`src/rtl/sseg_pkg.sv`:
```
// Shared constants for the seven-segment scan driver: active-low glyphs (bit0 = a .. bit6 = g)
// and the parameter-legality helpers used at elaboration time.
package sseg_pkg;

    localparam logic [6:0] SEG_OFF = 7'h7F;

    localparam logic [6:0] SEG_0 = 7'h40;
    localparam logic [6:0] SEG_1 = 7'h79;
    localparam logic [6:0] SEG_2 = 7'h24;
    localparam logic [6:0] SEG_3 = 7'h30;
    localparam logic [6:0] SEG_4 = 7'h19;
    localparam logic [6:0] SEG_5 = 7'h12;
    localparam logic [6:0] SEG_6 = 7'h02;
    localparam logic [6:0] SEG_7 = 7'h78;
    localparam logic [6:0] SEG_8 = 7'h00;
    localparam logic [6:0] SEG_9 = 7'h10;
    localparam logic [6:0] SEG_A = 7'h08;
    localparam logic [6:0] SEG_B = 7'h03;
    localparam logic [6:0] SEG_C = 7'h46;
    localparam logic [6:0] SEG_D = 7'h21;
    localparam logic [6:0] SEG_E = 7'h06;
    localparam logic [6:0] SEG_F = 7'h0E;

    localparam logic [6:0] SEG_TABLE [16] = '{
        SEG_0, SEG_1, SEG_2, SEG_3, SEG_4, SEG_5, SEG_6, SEG_7,
        SEG_8, SEG_9, SEG_A, SEG_B, SEG_C, SEG_D, SEG_E, SEG_F
    };

    function automatic logic num_digits_ok(input int n);
        return (n >= 1) && (n <= 8);
    endfunction

    function automatic logic prescale_ok(input int p);
        return p >= 2;
    endfunction

endpackage

```
`src/rtl/sseg_hex_decode.sv`:
```
// Combinational hex nibble to active-low seven-segment pattern lookup.
module sseg_hex_decode
    import sseg_pkg::*;
(
    input  logic [3:0] nibble,
    output logic [6:0] seg
);

    always_comb begin
        seg = SEG_TABLE[nibble];
    end

endmodule

```
`src/rtl/sseg_scan_mux.sv`:
```
// N-digit multiplexed seven-segment driver: prescaled scan, frame-aligned double buffer, PWM dimming.
// Optional build macro SSEG_LEADING_ZERO_BLANK_EN suppresses leading zero digits (digit 0 always shown).
module sseg_scan_mux
    import sseg_pkg::*;
#(
    parameter int NUM_DIGITS = 4,
    parameter int PRESCALE   = 100000,
    parameter int DUTY_W     = 4
) (
    input  logic                    clk,
    input  logic                    reset,
    input  logic [4*NUM_DIGITS-1:0] value,
    input  logic [NUM_DIGITS-1:0]   dp,
    input  logic [NUM_DIGITS-1:0]   blank,
    input  logic                    load,
    input  logic [DUTY_W-1:0]       brightness,
    output logic [NUM_DIGITS-1:0]   an,
    output logic [6:0]              sseg,
    output logic                    dp_n,
    output logic                    frame_done
);

    localparam int PW = $clog2(PRESCALE);
    localparam int IW = (NUM_DIGITS > 1) ? $clog2(NUM_DIGITS) : 1;
    localparam logic [PW-1:0] PRESC_LAST = PW'(PRESCALE - 1);
    localparam logic [IW-1:0] IDX_LAST   = IW'(NUM_DIGITS - 1);

    if (!num_digits_ok(NUM_DIGITS)) begin : g_bad_num_digits
        $error("sseg_scan_mux: NUM_DIGITS must be in 1..8");
    end
    if (!prescale_ok(PRESCALE)) begin : g_bad_prescale
        $error("sseg_scan_mux: PRESCALE must be >= 2");
    end

    logic [PW-1:0]           presc;
    logic [IW-1:0]           idx;
    logic [DUTY_W-1:0]       pwm_cnt;
    logic [4*NUM_DIGITS-1:0] stage_value, disp_value;
    logic [NUM_DIGITS-1:0]   stage_dp, disp_dp;
    logic [NUM_DIGITS-1:0]   stage_blank, disp_blank;
    logic                    pending;

    logic                    tick;
    logic                    frame_boundary;
    logic                    dead;
    logic                    slot_on;
    logic [NUM_DIGITS-1:0]   lz_blank;
    logic                    cur_blank;
    logic [3:0]              cur_nibble;
    logic [6:0]              dec_seg;
    logic [NUM_DIGITS-1:0]   an_d;

    assign tick           = (presc == PRESC_LAST);
    assign frame_boundary = tick && (idx == IDX_LAST);
    assign frame_done     = frame_boundary;
    // Slot count 0 is the dead cycle that separates one digit's anode from the next.
    assign dead           = (presc == '0);
    assign slot_on        = (&brightness) || (pwm_cnt < brightness);

    always_ff @(posedge clk or negedge reset) begin
        if (!reset) begin
            presc   <= '0;
            idx     <= '0;
            pwm_cnt <= '0;
        end else begin
            pwm_cnt <= pwm_cnt + 1'b1;
            if (tick) begin
                presc <= '0;
                idx   <= (idx == IDX_LAST) ? '0 : idx + 1'b1;
            end else begin
                presc <= presc + 1'b1;
            end
        end
    end

    // load is a strobe with an always-ready receiver: every cycle it is high is a capture,
    // so the last load before a frame boundary is the one that reaches the display.
    always_ff @(posedge clk or negedge reset) begin
        if (!reset) begin
            stage_value <= '0;
            stage_dp    <= '0;
            stage_blank <= '0;
            disp_value  <= '0;
            disp_dp     <= '0;
            disp_blank  <= '0;
            pending     <= 1'b0;
        end else if (load && frame_boundary) begin
            stage_value <= value;
            stage_dp    <= dp;
            stage_blank <= blank;
            disp_value  <= value;
            disp_dp     <= dp;
            disp_blank  <= blank;
            pending     <= 1'b0;
        end else begin
            if (frame_boundary && pending) begin
                disp_value <= stage_value;
                disp_dp    <= stage_dp;
                disp_blank <= stage_blank;
                pending    <= 1'b0;
            end
            if (load) begin
                stage_value <= value;
                stage_dp    <= dp;
                stage_blank <= blank;
                pending     <= 1'b1;
            end
        end
    end

`ifdef SSEG_LEADING_ZERO_BLANK_EN
    // A digit is a leading zero when it and everything above it is an undotted 0.
    always_comb begin
        logic zero_run;
        lz_blank = '0;
        zero_run = 1'b1;
        for (int i = NUM_DIGITS - 1; i > 0; i--) begin
            zero_run    = zero_run && (disp_value[4*i +: 4] == 4'h0) && !disp_dp[i];
            lz_blank[i] = zero_run;
        end
    end
`else
    assign lz_blank = '0;
`endif

    assign cur_nibble = disp_value[{idx, 2'b00} +: 4];
    assign cur_blank  = disp_blank[idx] | lz_blank[idx];

    sseg_hex_decode u_hex_decode (
        .nibble (cur_nibble),
        .seg    (dec_seg)
    );

    always_comb begin
        an_d = '1;
        if (!dead && slot_on && !cur_blank) begin
            an_d[idx] = 1'b0;
        end
    end

    always_ff @(posedge clk or negedge reset) begin
        if (!reset) begin
            an   <= '1;
            sseg <= SEG_OFF;
            dp_n <= 1'b1;
        end else begin
            an   <= an_d;
            sseg <= dec_seg;
            dp_n <= ~disp_dp[idx];
        end
    end

endmodule
```
`config.mk`:
```
export PLATFORM = sky130hd
export DESIGN_NAME = sseg_scan_mux
export DESIGN_NICKNAME = d
export VERILOG_FILES = /design/src/rtl/sseg_pkg.sv /design/src/rtl/sseg_hex_decode.sv /design/src/rtl/sseg_scan_mux.sv
export SDC_FILE = /design/constraint.sdc
export NUM_CORES = 1
export LEC_CHECK = 0
export ABC_AREA = 1
export CELL_PAD_IN_SITES_DETAIL_PLACEMENT = 0
export CELL_PAD_IN_SITES_GLOBAL_PLACEMENT = 1
export CORE_MARGIN = 5
export CORE_UTILIZATION = 39
export DETAILED_ROUTE_END_ITERATION = 16
export PLACE_DENSITY_LB_ADDON = 0.25
export SLEW_MARGIN = 15
export SYNTH_ARGS = -nofsm -noshare
export SYNTH_HDL_FRONTEND = slang
export SYNTH_SLANG_ARGS = --single-unit
```
`constraint.sdc`:
```
create_clock -name clk -period 2.5 [get_ports clk]
set_input_delay 0.5 -clock clk [delete_from_list [all_inputs] [get_ports clk]]
set_output_delay 0.5 -clock clk [all_outputs]
set_load 0.01 [all_outputs]
```
==> results.cfg <==
[route]
detail_route.wl_per_cell_um = 12.2
routed_wl_um = 8630
ant_nets = 0
vias_per_cell = 4.59
dr.pass1.iters = 4
first_iter_violations = 87
drcViolationCount = 0
vias = 3238

[logic_synthesis]
synth_cell_types = 27
netlist.area_leader.share_pct = 43.6
ys_ff_latch = 84
yosysWarnings = 0
synthesis.area_mm2 = 0.00413
synth_cells = 511
yosys_most_used_dff = dfrtp_1
syn_nets = 558
synth_area_leader_cell = dfrtp_1
avgSynthCellArea_um2 = 8.09
synth-edff-count = 0
synthArstFlopShare_pct = 100
synthTopCellsByArea = dfrtp_1 (44%), nand2_1 (15%), dfstp_2 (7.6%)
ys_seq_area_share_pct = 51.2

[clock_network]
cts_tree = done
cts_setup_buffers = 0
ctsLongestPathBuffers = 2
clockRootBuffer = clkbuf_8
path_clk_slew_ns = 0.09
insertion_delay_ns = 0.35
cts.repair.resized = 2
htreeDepth = 3
cts.sinks = 84
cts_hold_buf = 0
cts_buffers = 9

[floorplan]
die_h_um = 113
initial_core_util_pct = 40.0
ios = 44
num_rows = 37
die_w_um = 113
coreArea_mm2 = 0.0103
design.die.area_mm2 = 0.0128

[power]
power_density_mw_per_mm2 = 506
p_seq_share_pct = 55.9
p_leak_uw = 0.00253
p_switching_uw = 558
clock_power_share_pct = 38.1
combPwrFrac_pct = 6.0
internal_power_uw = 1950
netSwitchingFraction_pct = 22.2
max-vdd-ir-drop_mv = 0.251

[flow_run]
maxCapViolations = 0

[global_route]
grtUsageMet2_pct = 22.4
first_global_vias = 3236
met3_usage_pct = 2.19
grt_pass1_wl_um = 15200
antenna_found_initial = 0
track_usage_pct = 14.5
grt_overflow = 0
grt.met1_usage_pct = 20.7
grt_max_degree = 37
top_usage_layer = met2

[placed_design]
pre_cts_slack_ns = 0.178
dp_hpwl_um = 6690
portBuffers = 43
gp_congestion = 0.847

[setup_path]
endpoint_kind = output port
path_class = flop to output port
worst_setup_path_start_kind = flop
cpMaxStageDelayCell = dfrtp_1
r2r-start = idx[0]
crit_arrival_ns = 1.80
crit_required_ns = 2.00
crit_fanout = 5
startpoint = presc[0]
slowest_delay_ns = 0.39
cp_cell_sequence = ha_1 > nand3_2 > inv_2 > nand3_1 > nor2_2 > dlygate4sd2_1

[sta]
fin_skew_ns = 0.0151
tightest_slew_ns = 0.486
min_period_ns = 2.30
finalSetupViolCount = 0
finalHoldViolations = 0
maxSlewViolCount = 0
rsz0062_at_grt = false
setup_tns_ns = 0
fmax_mhz = 434
worst_slack_ns = 0.198
slew_headroom_pct = 67.6
period_share_pct = 92.1

[final_layout]
finalNetCount = 612
regArea_mm2 = 0.00212
multiInputGateArea_mm2 = 0.00166
antenna-diode-count = 0
area_delta_synth_final_pct = 20.0
drive_gt1_share_pct = 9.47
nFillCells = 1043

[run_status]
outcome = finished, final reports clean

[hold_path]
hold_class = primary input to async pin
[layer usage]
| metal | part of all wire (%) | routed length, um |
|---|---|---|
| met1 | 49 | 4220 |
| met5 | 0 | 0 |
| met2 | 46 | 3980 |
| met3 | 3.1 | 267 |
| met4 | 1.9 | 161 |
[layout by cell type (no fill, tap or decap), drive strengths merged, types with 4 or more instances in the layout]
cell type        n
clkdlybuf4s50   41
nor2            40
nand2          173
clkbuf          13
ha              16
xor2            11
nor3             5
buf             14
a21oi           16
dfrtp           72
nand4           10
dfstp           12
o21ai           29
inv             75
nand3           35
clkinv           4
[area by class of cell]
class | count | area share, %
sequential | 84 | 42.7
multi-input combinational | 337 | 33.4
timing repair buffer | 56 | 10.8
inverter | 77 | 5.85
tap | 136 | 3.43
clock buffer | 13 | 3.00
clock inverter | 3 | 0.807
[logic make-up after synthesis]
group           Yosys count  synth area share [%]
simple gates            263                  27.0
buf+inv                  90                  8.78
fa+ha+maj                16                  4.84
compound gates           46                  5.60
xor+xnor                 12                  2.54
flops                    84                  51.2
[power groups by stage]
| stage | logic (uW) | clock network, uW | registers [uW] |
|---|---|---|---|
| floorplan | 56.9 | 0 | 1430 |
| global placement | 151 | 0 | 1430 |
| detailed placement | 155 | 0 | 1430 |
| CTS | 156 | 987 | 1400 |
| global route | 175 | 1040 | 1410 |
| finish | 151 | 955 | 1400 |
[metrics by stage]
| stage | power, uW | hold slack, ns | instances | area (um2) | utilization, % |
|---|---|---|---|---|---|
| floorplan | 1480 | 0.204 | 511 | 4130 | - |
| global placement | 1580 | 0.457 | 690 | 4770 | 46.2 |
| detailed placement | 1580 | 0.461 | 690 | 4770 | 46.2 |
| CTS | 2550 | 0.107 | 706 | 4960 | 48.0 |
| global route | 2620 | 0.128 | 706 | 4960 | 48.0 |
| finish | 2510 | 0.101 | 706 | 4960 | 48.0 |
[worst max-delay path, delay by kind of cell (launching register included)]
family	cells	cell delay, ns
buf+inv	2	0.42
fa+ha+maj	1	0.22
simple gates	3	0.43
flops	1	0.39
[state kept, by name, summed over array words and instances (netlist names)]
| signal | count |
|---|---|
| an | 4 |
| disp_blank | 4 |
| disp_dp | 4 |
| disp_value | 16 |
| dp_n | 1 |
| idx | 2 |
| pending | 1 |
| presc | 17 |
| pwm_cnt | 4 |
| sseg | 7 |
| stage_blank | 4 |
| stage_dp | 4 |
| stage_value | 16 |
[final timing paths]
path,slack (ns),endpoint,cells past startpoint
worst min register to register,0.47,pwm_cnt[3],1
min in group clk,0.47,pwm_cnt[3],1
worst max-delay path,0.20,frame_done,6
worst min-delay path,0.10,presc[11],1
max in group asynchronous,1.74,dp_n,2
worst max register to register,0.55,sseg[6],10
[cell usage after synthesis, types with 2 or more instances]
cell      number
nand2_1      169
inv_1         73
dfrtp_1       72
nor2_1        37
nand3_1       31
o21ai_0       29
a21oi_1       16
ha_1          16
dfstp_2       12
xor2_1        11
nand4_1       10
clkbuf_1       6
nor3_1         5
nand2_2        4
buf_2          3
nand3_2        3
buf_6          2
inv_2          2
nor2_4         2
No activity file was read; power rests on OpenSTA's default activity.
